File: config.mk
export PLATFORM = sky130hd
export DESIGN_NAME = mean
export DESIGN_NICKNAME = d
export VERILOG_FILES = /design/src/rtl/mean.sv
export SDC_FILE = /design/constraint.sdc
export NUM_CORES = 1
export LEC_CHECK = 0
export CORE_UTILIZATION = 45
export DETAILED_ROUTE_END_ITERATION = 16
export PLACE_DENSITY = 0.62
export SLEW_MARGIN = 10
export SYNTH_ARGS = -nofsm -noshare
export SYNTH_HDL_FRONTEND = slang
export SYNTH_SLANG_ARGS = --single-unit
File: constraint.sdc
create_clock -name clk -period 3.8 [get_ports clk]
set_input_delay 0.95 -clock clk [delete_from_list [all_inputs] [get_ports clk]]
set_output_delay 0.95 -clock clk [all_outputs]
set_load 0.02 [all_outputs]
File: src/rtl/mean.sv
// Per-frame R/G/B mean accumulator for the white-balance path.
// Means publish on the cycle after the last beat of each frame.
module mean (
    input  logic       clk,
    input  logic       rst_n,
    input  logic       valid_i,
    input  logic [1:0] color_i,
    input  logic [7:0] value_i,
    input  logic       last_i,
    input  logic [4:0] size_i,
    output logic [7:0] r_mean_o,
    output logic [7:0] g_mean_o,
    output logic [7:0] b_mean_o,
    output logic       valid_o,
    output logic [1:0] color_o,
    output logic       last_o
);

    logic [29:0] sum_r_q, sum_r_d;
    logic [29:0] sum_g_q, sum_g_d;
    logic [29:0] sum_b_q, sum_b_d;
    logic [29:0] add_r, add_g, add_b;
    logic [7:0]  r_mean_q, r_mean_d;
    logic [7:0]  g_mean_q, g_mean_d;
    logic [7:0]  b_mean_q, b_mean_d;
    logic        valid_q, last_q;
    logic [1:0]  color_q;
    logic [4:0]  shift_rb, shift_g;
    logic        end_frame;

    function automatic logic [7:0] sat(input logic [29:0] x);
        return (x > 30'd255) ? 8'hFF : x[7:0];
    endfunction

    assign end_frame = valid_i & last_i;

    always_comb begin
        add_r = sum_r_q + ((valid_i && color_i == 2'd0) ? {22'd0, value_i} : 30'd0);
        add_g = sum_g_q + ((valid_i && color_i == 2'd1) ? {22'd0, value_i} : 30'd0);
        add_b = sum_b_q + ((valid_i && color_i == 2'd2) ? {22'd0, value_i} : 30'd0);
        shift_rb = (size_i > 5'd20) ? 5'd20 : size_i;
        shift_g  = shift_rb + 5'd1;
        sum_r_d  = add_r;
        sum_g_d  = add_g;
        sum_b_d  = add_b;
        r_mean_d = r_mean_q;
        g_mean_d = g_mean_q;
        b_mean_d = b_mean_q;
        // Last beat: fold its sample in, publish, and start the next frame clean.
        if (end_frame) begin
            r_mean_d = sat(add_r >> shift_rb);
            g_mean_d = sat(add_g >> shift_g);
            b_mean_d = sat(add_b >> shift_rb);
            sum_r_d  = 30'd0;
            sum_g_d  = 30'd0;
            sum_b_d  = 30'd0;
        end
    end

    always_ff @(posedge clk or posedge rst_n) begin
        if (rst_n) begin
            sum_r_q  <= 30'd0;
            sum_g_q  <= 30'd0;
            sum_b_q  <= 30'd0;
            r_mean_q <= 8'd0;
            g_mean_q <= 8'd0;
            b_mean_q <= 8'd0;
            valid_q  <= 1'b0;
            color_q  <= 2'd0;
            last_q   <= 1'b0;
        end else begin
            sum_r_q  <= sum_r_d;
            sum_g_q  <= sum_g_d;
            sum_b_q  <= sum_b_d;
            r_mean_q <= r_mean_d;
            g_mean_q <= g_mean_d;
            b_mean_q <= b_mean_d;
            valid_q  <= valid_i;
            color_q  <= color_i;
            last_q   <= end_frame;
        end
    end

    assign r_mean_o = r_mean_q;
    assign g_mean_o = g_mean_q;
    assign b_mean_o = b_mean_q;
    assign valid_o  = valid_q;
    assign color_o  = color_q;
    assign last_o   = last_q;

endmodule

==> After elaboration in Yosys (flattened, before gate mapping) <==
Cells that the tools add are included.
Widths: inputs -> output; s select.
{ "totals": {"in_bits": 19, "word_cells": 37, "output_inout_bits": 28, "ff_bits": 118} }
{ "op_classes": {"n_addsub": 4, "reduce_logical": 4, "n_mux": 10, "eq_ne": 2, "n_bitwise": 1, "n_lt_le_gt_ge": 4, "shifts": 3} }
{ "ops": {"columns": ["cell", "count"], "rows": [
  ["$add 30x8->30", 3],
  ["$gt 30x8->1 const B", 3],
  ["$mux 30", 3],
  ["$shr 30x5->30", 3],
  ["$mux 8", 6],
  ["$add 5x1->5 const B", 1],
  ["$gt 5x5->1 const B", 1],
  ["$mux 5", 1],
  ["$logic_and 1x1->1", 3],
  ["$eq 2x1->1 const B", 1],
  ["$eq 2x2->1 const B", 1],
  ["$logic_not 2->1", 1],
  ["$and 1x1->1", 1]
]} }

==> Longest topological paths before layout <==
Gate-level depths: netlist of the first run.
{ "logic_depth": {"depth_word": 7, "mapped_depth": 20} }

==> Worst setup path before layout of the first run <==
Ideal clock, no wire load.
{ "synth_timing": {"path_kind": "input to register", "start": "in size_i[3]", "end": "reg g_mean_q[6], in the netlist g_mean_o[6]", "required_time_ns": 3.657, "path_slack_ns": -1.216, "t_arrival_ns": 4.872, "path_buffers": 10, "cell_stages": 19, "path_cell_list": "buf_2 > o21ai_1 > nand2_1 > clkinv_1 > buf_2 > buf_2 > buf_2 > buf_2 > buf_2 > ha_1 > clkbuf_1 > clkbuf_1 > clkbuf_1 > clkbuf_1 > o211ai_1 > o31ai_1 > o2111ai_1 > a211oi_2 > a31oi_1"} }
{ "synth_between": {"elab_chain_len": 6} }
{ "synth_rtl": {"columns": ["item", "line", "source"], "rows": [
  ["start: declaration", "10", "input logic [4:0] size_i,"],
  ["$gt 5x5->1", "41", "shift_rb = (size_i > 5'd20) ? 5'd20 : size_i;"],
  ["$mux 5 (*)", "41", null],
  ["$add 5x1->5 (*)", "42", "shift_g = shift_rb + 5'd1;"],
  ["$shr 30x5->30 (*)", "52", "g_mean_d = sat(add_g >> shift_g);"],
  ["$gt 30x8->1", "32", "return (x > 30'd255) ? 8'hFF : x[7:0];"],
  ["$mux 8 (*)", "32", null],
  ["end signal: assignment", "76", "g_mean_q <= g_mean_d;"],
  ["end: declaration", "24", "logic [7:0] g_mean_q, g_mean_d;"]
]} }
Mark *: on every way between the ends. The rest lies on a longest branch, timed or not.
A chain may end at the register's enable or synchronous reset.

==> Worst setup path after layout of the first run <==
{ "layout_timing": {"start": "in valid_i", "end": "reg g_mean_q[4], in the netlist g_mean_o[4]"} }
{ "layout_between": {"elab_chain_len": 6, "word_cells_on_any_way": 7} }
{ "layout_rtl": {"columns": ["item", "line", "source"], "rows": [
  ["start: declaration", "6", "input logic valid_i,"],
  ["$logic_and 1x1->1", "39", "add_g = sum_g_q + ((valid_i && color_i == 2'd1) ? {22'd0, value_i} : 30'd0);"],
  ["$mux 8", "39", null],
  ["$add 30x8->30", "39", null],
  ["$shr 30x5->30", "52", null],
  ["$gt 30x8->1", "32", null],
  ["$mux 8", "32", null]
]} }
Several ways; a longest one is shown, not always the timed one.

==> results of run 1 <==
## metrics by stage
stage / TNS (ps) / setup slack (ps) / power, mW / instance area (um^2)
after floorplan: -9780 / -494 / 2.31 / 13100
after global placement: -38540 / -1460 / 3.13 / 17200
after detailed placement: -41160 / -1500 / 3.14 / 17200
after CTS: -7940 / -452 / 4.96 / 18800
after global routing: -14390 / -666 / 5.23 / 19400
final: -11240 / -558 / 5.06 / 19400
## worst register-to-register path, stage by stage (launching register included)
cell and delay, ps:
dfrtp_1 390, ha_4 290, o211ai_1 150, or3_4 470, buf_6 140, a211oi_4 320
xor2_2 140, buf_4 150, a211o_1 290, a211oi_2 210, buf_4 160, o32a_1 180
o2111ai_2 120, a211oi_2 240, buf_4 200, a31oi_1 90
## what timing repair did
item / 4_1_cts / 5_1_grt
hold buffers: 0 / 0
hold endpoints to repair: 0 / 0
gates resized for setup: 171 / 75
setup buffers: 44 / 19
pin swaps: 92 / 62
endpoints found under the setup margin: 24 / 24
cloned: 1 / 0
## final timing paths
check	end	start	slack (ps)
setup reg to reg	g_mean_o[4]	sum_g_q[3]	140
min in group asynchronous	valid_o	rst_n	970
hold / removal	sum_r_q[0]	sum_r_q[0]	640
setup / recovery	g_mean_o[4]	valid_i	-560
max in group asynchronous	b_mean_o[1]	rst_n	2010
hold reg to reg	sum_r_q[0]	sum_r_q[0]	640
## metal layers
layer  part of all wire  routed length [um]
met1               0.45               25900
met4              0.025                1450
met2               0.42               24300
met3               0.11                6430
met5                  0                   0
## registers in the layout, summed over array words and instances, names as in the netlist
register	flops
b_mean_o	8
color_o	2
g_mean_o	8
last_o	1
r_mean_o	8
sum_b_q	30
sum_g_q	30
sum_r_q	30
valid_o	1
## synthesized netlist by cell type (8+ instances only)
| master | n | area share |
|---|---|---|
| mux4_2 | 10 | 0.018 |
| a31oi_1 | 42 | 0.021 |
| nand4_1 | 31 | 0.015 |
| a21oi_1 | 87 | 0.034 |
| a211o_1 | 11 | 0.0076 |
| nor2_1 | 216 | 0.064 |
| inv_1 | 27 | 0.0080 |
| dfrtp_1 | 118 | 0.23 |
| a211oi_1 | 33 | 0.020 |
| clkbuf_1 | 61 | 0.018 |
| o221ai_1 | 17 | 0.012 |
| o21a_1 | 20 | 0.012 |
| nor3_1 | 38 | 0.015 |
| o31ai_1 | 19 | 0.011 |
| a22oi_1 | 8 | 0.0047 |
| o21ai_1 | 13 | 0.0051 |
| o22ai_1 | 17 | 0.0084 |
| mux2i_1 | 39 | 0.031 |
| xor2_1 | 38 | 0.026 |
| o2111ai_1 | 15 | 0.010 |
| and3_1 | 17 | 0.0084 |
| buf_2 | 45 | 0.018 |
| ha_1 | 25 | 0.025 |
| or3_1 | 16 | 0.0079 |
| nand3_1 | 53 | 0.021 |
| xnor2_1 | 37 | 0.026 |
| o211ai_1 | 71 | 0.042 |
| mux2_2 | 13 | 0.012 |
| a21o_1 | 10 | 0.0059 |
| nand2_1 | 150 | 0.044 |
| nor4_1 | 24 | 0.012 |
| and2_1 | 47 | 0.023 |
| o21ai_0 | 86 | 0.034 |
| nand2b_1 | 18 | 0.0089 |
## final cells by class
class                           instances  area share
Clock buffer                           22      0.0245
Clock inverter                          8     0.00640
Inverter                               31     0.00640
Multi-Input combinational cell       1387       0.543
Sequential cell                       118       0.152
Tap cell                              378      0.0244
Timing Repair Buffer                  577       0.243
## cells by family (layout without fill, tap and decap cells)
family / after synthesis / in the layout
fa+ha+maj: 28 / 28
simple gates: 656 / 656
xor+xnor: 75 / 75
mux: 62 / 62
compound gates: 565 / 566
buf+inv: 151 / 638
flops: 118 / 118
## power groups by stage
| stage | clock, mW | sequential, mW | combinational [mW] |
|---|---|---|---|
| after floorplan | 0 | 1.48 | 0.830 |
| after global placement | 0 | 1.45 | 1.68 |
| after detailed placement | 0 | 1.45 | 1.69 |
| after CTS | 1.72 | 1.43 | 1.80 |
| after global routing | 1.78 | 1.44 | 2.02 |
| final | 1.71 | 1.44 | 1.91 |
==> out/results.tsv, run 1 <==
metric	value	unit
fin_crit_sh	1.15	
root_buffer	clkbuf_16	
slew_headroom	0.513	
cap_violations	0	
numCtsBuffers	17	
syn2layout_area_growth	52.7	%
setup_viol	24	
cp.depth	19	
sequentialPowerShare	0.284	
whs	644	ps
seqCellArea	2950	um^2
synth.mux.area_fraction	0.0601	
synth_top_family_by_area	compound AO/OA/AOI/OAI gates	
cts.sinks	118	
mostFrequentLayoutCells	buf_4, nor2_1, nand2_1	
drv_slew	0	
p_sw	1.79	mW
grt_pass1_vias	15000	
fin_skew	8.00	ps
power_density	262	nW/um^2
grt.overflow.total	0	
instances_no_fill	2521	
layout_commonest_cell	buf_4	
critPathMaxStageDelay	470	ps
dpl.hpwl	42600	um
grt_usage	0.401	
tightest_slew	720	ps
power_frac_clock	0.339	
fmax	229	MHz
ant_nets	0	
cp.required	4120	ps
synth_nets	1702	
cts_max_level	4	
cp.arrival	4670	ps
portBuffers	46	
combPwrFrac	0.378	
critPathSlowestCell	or3_4	
syn_area	12700	um^2
ys_ff_latch	118	
switching_share	0.354	
dieArea	28900	um^2
rows	61	
fin_nets	2179	
critPathBufInv	6	
grt_antenna_before_repair	1	
drtIter0Drc	2321	
wire_per_inst	23.0	um
synthAdderAreaFrac	0.0294	
crit_path_frequent_cell	buf_4	
dr.pass1.iters	6	
clk_path_buf_depth	2	
timing_hold_violations_final	0	
core_area	27800	um^2
ys.flop_type	dfrtp_1	
syn_inst	1655	
crit_fanout	8	
placed_cells	2430	
p_leak	8.05	nW
synthXorXnorAreaFrac	0.0518	
grt_use_met3	0.0967	
place.gp.congestion	1.02	
fillers	2287	
status	finished, violations left	
num_vias	16300	
final_util	0.697	
irDropWorstVdd	0.000338	V
period_needed	4360	ps
synthArstFlopShare	1.00	
clk_pin_slew	60	ps
viasPerCell	6.46	
min_path_type	reg -> reg	
drc	0	
synth_compound_area_frac	0.320	
cts_tree	built	
crit_chain	buf_8 -> and3b_2 -> buf_6 -> and2_4 -> ha_4 -> o211ai_1 -> or3_4 -> buf_6 -> a211oi_4 -> xor2_2 -> buf_4 -> a211o_1 -> a211oi_2 -> buf_4 -> o32a_1 -> o2111ai_2 -> a211oi_2 -> buf_4 -> a31oi_1	
synth.distinct_cells	98	
drive_above_1_share	0.385	
gr-usage-met2	0.569	
yosys_warnings	0	
timing.final.ws_setup	-558	ps
routed_wl	58000	um
antenna_cells	0	
grt_pass1_wl	88100	um
synthSimpleGateAreaFrac	0.255	
die-height	170	um
ff2ff_path_depth	15	
clk_latency	450	ps
dieWidth	170	um
violations	negative setup slack	
critPathCaptureType	register	
crit_family	compound AO/OA/AOI/OAI gates	
syn_area_per_cell	7.66	um^2
start_util	0.456	
p_int	3.27	mW
synth_edf_count	0	
top_usage_layer	met1	
grt.met1_usage	0.593	
startpoint_type	primary input	
rsz0062_at_grt	true	
path_class	in -> reg	
grt_max_degree	46	
hold_depth	2	
multiInputGateArea	10500	um^2
synth-seq-area-share	0.233	
io_pins	47	
Power figures use the tool's default switching activity.
==> run 2: changes to the inputs <==
- SLEW_MARGIN: 10 -> 40
==> results of run 2 <==
No change in the layout: final DEF, timing and power equal those of run 1.
==> run 3: changes to the inputs <==
- SKIP_CTS_REPAIR_TIMING: unset -> 1
- SLEW_MARGIN: 40 -> unset
==> run 3 against run 2 <==
Largest cell class unchanged. The flow still finishes with violations (negative setup slack). Routed wire length down 2.5%. Utilization down 2.0 points. Critical path type unchanged. Flip-flop and latch count unchanged.
==> out/results.tsv, run 3 (synthesized netlist as in run 1, its figures left out) <==
metric	value	unit
status	finished, violations left	
violations	negative setup slack	
place.gp.congestion	1.02	
cp.required	4110	ps
fin_nets	2145	
ant_nets	0	
portBuffers	46	
num_vias	16000	
timing.final.ws_setup	-530	ps
grt_max_degree	46	
fillers	2357	
drtIter0Drc	2105	
critPathMaxStageDelay	340	ps
dr.pass1.iters	5	
syn2layout_area_growth	48.2	%
critPathLaunch	color_i[1]	
r2r-start	sum_g_q[1]	
mostFrequentLayoutCells	buf_4, nor2_1, nand2_1	
start_util	0.456	
cap_violations	0	
timing_hold_violations_final	0	
final_util	0.677	
grt_pass1_wl	84700	um
wire_per_inst	22.8	um
irDropWorstVdd	0.000340	V
crit_chain	buf_6 -> and3b_2 -> and2_4 -> ha_4 -> inv_1 -> fa_2 -> nand2b_4 -> a211oi_4 -> buf_6 -> buf_4 -> o21ai_1 -> nor3_2 -> xnor2_2 -> a211oi_1 -> o31ai_2 -> o2111ai_2 -> a211oi_2 -> buf_6 -> a31oi_1	
grt.overflow.total	0	
numCtsBuffers	17	
period_needed	4330	ps
critPathBufInv	5	
drive_above_1_share	0.361	
multiInputGateArea	10200	um^2
grt_antenna_before_repair	0	
fmax	231	MHz
path_class	in -> reg	
layout_commonest_cell	buf_4	
clk_pin_slew	60	ps
dieWidth	170	um
seqCellArea	2950	um^2
instances_no_fill	2487	
tightest_slew	675	ps
grt_usage	0.385	
routed_wl	56600	um
rsz0062_at_grt	true	
setup_viol	24	
fin_crit_sh	1.14	
top_regs	sum_b_q (30), sum_g_q (30), sum_r_q (30)	
pre_cts_slack	-1500	ps
r2r_end	g_mean_o[4]	
cts.sinks	118	
clk_latency	450	ps
drc	0	
fin_skew	9.03	ps
rows	61	
cp-endpoint	g_mean_o[4]	
antenna_cells	0	
dieArea	28900	um^2
slew_headroom	0.543	
dpl.hpwl	42600	um
cts_max_level	4	
p_leak	7.84	nW
critPathCaptureType	register	
crit_path_frequent_cell	buf_6	
grt_pass1_vias	14400	
drv_slew	0	
viasPerCell	6.42	
crit_fanout	8	
r2r_setup_slack	160	ps
core_area	27800	um^2
root_buffer	clkbuf_16	
fin_tns_setup	-11130	ps
io_pins	47	
min_path_type	in -> reg	
cts_tree	built	
ff2ff_path_depth	14	
cp.arrival	4640	ps
placed_cells	2430	
critPathSlowestCell	fa_2	
clk_path_buf_depth	2	
die-height	170	um
crit_family	compound AO/OA/AOI/OAI gates	
cp.depth	19	
startpoint_type	primary input	
power_density	265	nW/um^2
==> run 3: cell count changes in the layout (fill, tap and decap cells not counted), moves of 5 or more <==
cell and change:
and2_1 +7, and2_4 -7, buf_4 -29, dlygate4sd2_1 -8, dlymetal6s2s_1 +8, ha_4 -5
o21ai_0 +5, o21ai_2 -6
==> run 3: area by class of cell <==
class / count / share of cell area
multi-input cells: 1387 / 0.543
clock inverters: 8 / 0.00659
repair buffers: 543 / 0.236
flip-flops and latches: 118 / 0.157
clock buffers: 22 / 0.0252
inverters: 31 / 0.00659
well taps: 378 / 0.0252
==> run 3: how the worst min path moves through the flow <==
stage          slack [ps]           to        start  cells after the start
6_report              620   color_o[0]   color_i[0]                      1
5_1_grt               610   color_o[0]   color_i[0]                      1
4_1_cts               620   sum_r_q[0]   sum_r_q[0]                      2
3_5_place_dp          610   sum_r_q[0]   sum_r_q[0]                      2
3_3_place_gp          600   sum_r_q[0]   sum_r_q[0]                      2
2_1_floorplan         540  sum_r_q[20]  sum_r_q[20]                      2
==> run 3: power breakdown <==
| group | switching (mW) | internal, mW | total [mW] |
|---|---|---|---|
| sequential | 0.0839 | 1.35 | 1.43 |
| clock | 0.645 | 1.07 | 1.72 |
| combinational | 1.03 | 0.812 | 1.84 |
| total | 1.76 | 3.23 | 4.99 |
==> run 3: stage by stage <==
stage	cell area [um^2]	power (mW)	hold WS (ps)
5_1_grt	18800	5.16	611
6_report	18800	4.99	619
3_5_place_dp	17200	3.14	611
3_3_place_gp	17200	3.13	596
2_1_floorplan	13100	2.31	542
4_1_cts	17800	4.86	624
==> run 3: routing by layer <==
metal	wire length, um	track usage	vias to the layer above
li1	-	-	7177
met1	25600	0.584	7745
met2	23500	0.540	936
met3	6330	0.0851	102
met4	1190	0.0995	0
met5	0	0	-
